==> src/rtl/mult_pkg.sv <==
// Shared types and sizing for the signed 8x8 radix-4 Booth multiplier datapath.
package mult_pkg;

    localparam int PP_W  = 11;
    localparam int N_PP  = 4;
    localparam int OUT_W = 16;
    localparam int ACC_W = 18;
    localparam int CNT_W = 2;

    typedef logic [PP_W-1:0]          pp_row_t;
    typedef logic signed [ACC_W-1:0]  acc_t;

    typedef enum logic [1:0] {
        IDLE = 2'd0,
        ACC  = 2'd1,
        DONE = 2'd2
    } acc_state_t;

    // Sign-extend a partial-product row to accumulator width.
    function automatic acc_t sext_row(input pp_row_t row);
        return acc_t'({{(ACC_W-PP_W){row[PP_W-1]}}, row});
    endfunction

endpackage

==> src/rtl/booth_row_align.sv <==
// Combinational: sign-extends a Booth row, adds its negate-correction carry
// and shifts it to weight 4^idx.
module booth_row_align
    import mult_pkg::*;
(
    input  logic [PP_W-1:0]  row,
    input  logic             cx,
    input  logic [CNT_W-1:0] idx,
    output acc_t             value
);

    acc_t corr_s;

    assign corr_s = sext_row(row) + acc_t'({{(ACC_W-1){1'b0}}, cx});

    // Scale the corrected row by its radix-4 position.
    always_comb begin
        value = corr_s;
        case (idx)
            2'd0:    value = corr_s;
            2'd1:    value = corr_s <<< 2;
            2'd2:    value = corr_s <<< 4;
            2'd3:    value = corr_s <<< 6;
            default: value = corr_s;
        endcase
    end

endmodule

==> src/rtl/booth_pp_accumulator.sv <==
// Accumulates four Booth partial-product rows over four clocks and returns the
// signed product on a valid/ready handshake. Optional check: BOOTH_PP_CHECK_EN.
module booth_pp_accumulator
    import mult_pkg::*;
(
    input  logic             clk,
    input  logic             rst_n,
    input  logic             in_valid,
    output logic             in_ready,
    input  logic [PP_W-1:0]  pp0,
    input  logic [PP_W-1:0]  pp1,
    input  logic [PP_W-1:0]  pp2,
    input  logic [PP_W-1:0]  pp3,
    input  logic             sx1,
    input  logic             sx2,
    input  logic             sx3,
    input  logic             sx4,
    input  logic             cx1,
    input  logic             cx2,
    input  logic             cx3,
    input  logic             cx4,
    output logic             out_valid,
    input  logic             out_ready,
    output logic [OUT_W-1:0] product
`ifdef BOOTH_PP_CHECK_EN
    ,
    output logic             pp_err
`endif
);

    acc_state_t        state_r;
    pp_row_t           pp_r [N_PP];
    logic [N_PP-1:0]   cx_r;
    acc_t              acc_r;
    logic [CNT_W-1:0]  row_cnt_r;
    logic              in_ready_r;
    logic              out_valid_r;
    logic [OUT_W-1:0]  product_r;

    pp_row_t           row_sel_s;
    logic              cx_sel_s;
    acc_t              row_val_s;
    acc_t              acc_next_s;
    logic              accept_s;

    assign accept_s   = (state_r == IDLE) && in_ready_r && in_valid;
    assign row_sel_s  = pp_r[row_cnt_r];
    assign cx_sel_s   = cx_r[row_cnt_r];
    assign acc_next_s = acc_r + row_val_s;

    booth_row_align u_align (
        .row   (row_sel_s),
        .cx    (cx_sel_s),
        .idx   (row_cnt_r),
        .value (row_val_s)
    );

    // Control FSM with capture, accumulation and registered handshake outputs.
    always_ff @(posedge clk or negedge rst_n) begin
        if (!rst_n) begin
            state_r     <= IDLE;
            pp_r        <= '{default: '0};
            cx_r        <= '0;
            acc_r       <= '0;
            row_cnt_r   <= '0;
            in_ready_r  <= 1'b0;
            out_valid_r <= 1'b0;
            product_r   <= '0;
        end else begin
            case (state_r)
                IDLE: begin
                    out_valid_r <= 1'b0;
                    if (accept_s) begin
                        pp_r[0]    <= pp0;
                        pp_r[1]    <= pp1;
                        pp_r[2]    <= pp2;
                        pp_r[3]    <= pp3;
                        cx_r       <= {cx4, cx3, cx2, cx1};
                        acc_r      <= '0;
                        row_cnt_r  <= '0;
                        in_ready_r <= 1'b0;
                        state_r    <= ACC;
                    end else begin
                        in_ready_r <= 1'b1;
                    end
                end
                ACC: begin
                    in_ready_r <= 1'b0;
                    acc_r      <= acc_next_s;
                    row_cnt_r  <= row_cnt_r + 2'd1;
                    if (row_cnt_r == 2'd3) begin
                        product_r   <= acc_next_s[OUT_W-1:0];
                        out_valid_r <= 1'b1;
                        state_r     <= DONE;
                    end
                end
                DONE: begin
                    in_ready_r <= 1'b0;
                    if (out_ready) begin
                        out_valid_r <= 1'b0;
                        state_r     <= IDLE;
                    end
                end
                default: begin
                    in_ready_r  <= 1'b0;
                    out_valid_r <= 1'b0;
                    state_r     <= IDLE;
                end
            endcase
        end
    end

    assign in_ready  = in_ready_r;
    assign out_valid = out_valid_r;
    assign product   = product_r;

`ifdef BOOTH_PP_CHECK_EN
    logic pp_err_r;
    logic sign_mismatch_s;

    assign sign_mismatch_s = (sx1 != pp0[PP_W-1]) || (sx2 != pp1[PP_W-1]) ||
                             (sx3 != pp2[PP_W-1]) || (sx4 != pp3[PP_W-1]);

    // Sticky sign-consistency flag, sampled only when a bundle is captured.
    always_ff @(posedge clk or negedge rst_n) begin
        if (!rst_n) begin
            pp_err_r <= 1'b0;
        end else if (accept_s && sign_mismatch_s) begin
            pp_err_r <= 1'b1;
        end
    end

    assign pp_err = pp_err_r;
`else
    logic unused_sx_s;
    assign unused_sx_s = ^{sx1, sx2, sx3, sx4};
`endif

endmodule

==> config.mk <==
export PLATFORM = sky130hd
export DESIGN_NAME = booth_pp_accumulator
export DESIGN_NICKNAME = d
export VERILOG_FILES = /design/src/rtl/mult_pkg.sv /design/src/rtl/booth_row_align.sv /design/src/rtl/booth_pp_accumulator.sv
export SDC_FILE = /design/constraint.sdc
export NUM_CORES = 1
export LEC_CHECK = 0
export ABC_AREA = 1
export CORE_MARGIN = 1.5
export CORE_UTILIZATION = 55
export DETAILED_ROUTE_END_ITERATION = 12
export HOLD_SLACK_MARGIN = 0.1
export PLACE_DENSITY = 0.78
export SYNTH_ARGS = -nofsm -noshare
export SYNTH_HDL_FRONTEND = slang
export SYNTH_HIERARCHICAL = 1
export SYNTH_SLANG_ARGS = --single-unit
==> constraint.sdc <==
create_clock -name clk -period 3.74 [get_ports clk]
set_clock_uncertainty 0.2 [all_clocks]
set_input_delay 0.561 -clock clk [delete_from_list [all_inputs] [get_ports clk]]
set_output_delay 0.561 -clock clk [all_outputs]
set_load 0.005 [all_outputs]
==> run summary <==
Along the worst path, the maximum fanout reaches 31. For this block, the via count after detailed routing is 5005. Number of placement rows: 35.

The final-report hold violation count came out at 0. The run finished with clean final reports. The first global-routing pass estimated 21.55 mm of wire. The mapped netlist covers 0.005145 mm². The source-to-sink clock delay at the later pin of the worst-skew pair is 0.36 ns. The average instance in the mapped netlist occupies 7.156 µm².

The run gives 4781 as the number of global-route vias before repair. The critical path is of the flop to flop type. After the first detailed-routing iteration, the DRC count stood at 200. In the layout the commonest cells are sky130_fd_sc_hd__nand2_1 (310), sky130_fd_sc_hd__dfrtp_1 (84), sky130_fd_sc_hd__clkdlybuf4s50_1 (68). The half-perimeter wire length after placement was 9.392 mm; the period utilization was 95.98%. At the end of routability-driven placement, the weighted congestion stood at 0.9280. The tools report the placement-stage worst setup slack as 0.07934 ns. The floorplan step defined a core boundary enclosing 0.009153 mm². No sink is reached through more buffers than the 2 on the longest clock path. The post-synthesis net count came out at 795. The vertical extent of the die is 99.72 µm, and the horizontal die dimension is 99.72 µm. TritonCTS built the clock tree. The clock root buffer is sky130_fd_sc_hd__clkbuf_8. VDD sags by at most 0.0004208 V. The pre-antenna-repair detailed-routing pass consisted of 4 iterations.

Clock tree synthesis found a total of 86 sinks. For the setup violation total in the final timing report, the log shows 0. The commonest non-fill, non-tap cell in the layout was sky130_fd_sc_hd__nand2_1. For the leakage power, the log shows 3.329 nW.

The logs give 0.1504 ns for the worst setup slack after layout and 0.15 ns for the register-to-register path setup slack. The minimum clock period after layout was 3.590 ns; the gate count of the mapped netlist was 719. Dividing total power by cell area gives a power density of 1142 mW/mm².

Once the floorplan was initialized, standard cells occupied 56.21% of the core. The count of buffers added on input and output ports is 69. Cells fill 70.91% of the core in the end. The Yosys warning count was 6. In this run, placement finished with an instance count of 905. The logs give 7.413 mW for the total power draw and 888 for the layout net count.

Worst hold path class: flop to flop. The die covers 0.009944 mm². STA classifies the critical path endpoint as a flop.

Entering global routing, the biggest net connects 60 pins. The H-tree was split into 3 levels. The proportion of layout cells with a drive suffix above 1 was 12.99%. The fill cell instance count of the final layout was 755. The max-slew headroom at the worst pin is 50.68%.

The total congestion overflow is 0, and the wire length per cell after detailed routing is 14.27 µm. The clock slew seen by the registers of the worst setup and hold paths is 0.09 ns, and the post-route non-filler standard cell count is 927. The measured slew at the worst slew-check pin works out to 0.7398 ns.

The max-slew violation count was 0. The tools report the boundary pin count as 74. Data on the critical path is required at its endpoint by 3.78 ns.

For this run, design rule violations remaining after detail routing come to 0. The signal arrival time at the worst endpoint is 3.63 ns. The detail route stage leaves a number of antenna-violating nets equal to 0.

The tool flagged a number of max-cap violations equal to 0. Global routing used 27.22% of the available tracks. For the post-route worst hold slack, the log shows 0.2799 ns. Based on the critical path, the design can be clocked at up to 278.6 MHz. After detailed routing, the number of vias per cell comes to 5.399. The tools report the critical path launch point type as a flop.

In this run, CTS created clock tree buffers numbering 9. The number of antenna diodes in the final layout is 0. The number of antenna violations at the first check in global routing is 0, and the growth of design area from synthesis to finish is 26.14%. Wires add up to 13.23 mm.
-- power by group --
group	switching, mW	internal, mW	total, mW	leakage [nW]
logic	2.96	2.08	5.03	2.15
clock network	0.354	0.376	0.729	0.0990
registers	0.277	1.37	1.65	1.08
total	3.59	3.83	7.41	3.33
-- routing by layer --
metal / up-vias / track usage, % / routed length [µm]
met2: 147 / 48.72 / 6898
met5: - / 0 / 0
met1: 2361 / 32.78 / 5496
li1: 2466 / - / -
met4: 0 / 11.38 / 377
met3: 31 / 3.725 / 453
-- final cells by class --
type	count	area, µm²	share of cell area (%)
multi-input cells	550	2753	42.41
flip-flops and latches	86	2155	33.20
repair buffers	103	987.2	15.21
inverters	61	237.7	3.663
well taps	111	138.9	2.140
clock buffers	10	127.6	1.966
clock inverters	5	83.83	1.292
repair inverters	1	7.507	0.1157
-- sequential cells by signal, summed over array words and instances (netlist names) --
| signal | cells |
|---|---|
| pp_r | 44 |
| acc_r | 16 |
| product | 16 |
| cx_r | 4 |
| row_cnt_r | 2 |
| state_r | 2 |
| in_ready | 1 |
| out_valid | 1 |
-- per-stage QoR --
stage / TNS, ns / area [µm²]
finish: 0 / 6490
global route: -1.048 / 6490
CTS: 0 / 6302
detailed placement: 0 / 6081
global placement: 0 / 6081
floorplan: 0 / 5145
-- critical path, cell delays in order (launching register included) --
cell and delay, ns:
sky130_fd_sc_hd__dfrtp_2 0.48, sky130_fd_sc_hd__buf_12 0.19, sky130_fd_sc_hd__o21ai_1 0.16, sky130_fd_sc_hd__o22ai_1 0.09, sky130_fd_sc_hd__buf_4 0.15, sky130_fd_sc_hd__ha_2 0.18
sky130_fd_sc_hd__ha_4 0.18, sky130_fd_sc_hd__or2_2 0.27, sky130_fd_sc_hd__nand2_1 0.11, sky130_fd_sc_hd__inv_1 0.07, sky130_fd_sc_hd__a22oi_1 0.13, sky130_fd_sc_hd__o21ai_1 0.10
sky130_fd_sc_hd__ha_1 0.34, sky130_fd_sc_hd__nand2_1 0.10, sky130_fd_sc_hd__nand3b_1 0.22, sky130_fd_sc_hd__nand2_2 0.14, sky130_fd_sc_hd__nand2_1 0.09, sky130_fd_sc_hd__nand2_1 0.07
sky130_fd_sc_hd__nand2_1 0.06, sky130_fd_sc_hd__nand3_1 0.06, sky130_fd_sc_hd__nand2_1 0.05
-- worst paths after layout --
check / start / endpoint / cells past startpoint
max reg2reg: row_cnt_r[0] / acc_r[14] / 20
min in group asynchronous: rst_n / product[3] / 2
max in group asynchronous: rst_n / cx_r[3] / 3
min reg2reg: pp_r[24] / pp_r[24] / 2
min: pp_r[24] / pp_r[24] / 2
max: row_cnt_r[0] / acc_r[14] / 20
-- what timing repair did --
item	CTS	global route
endpoints found under the hold margin	50	0
hold buffers	1	0
buffers inserted	0	5
resized for setup	0	31
endpoints found under the setup margin	0	21
(Power assumes the default switching activity.)
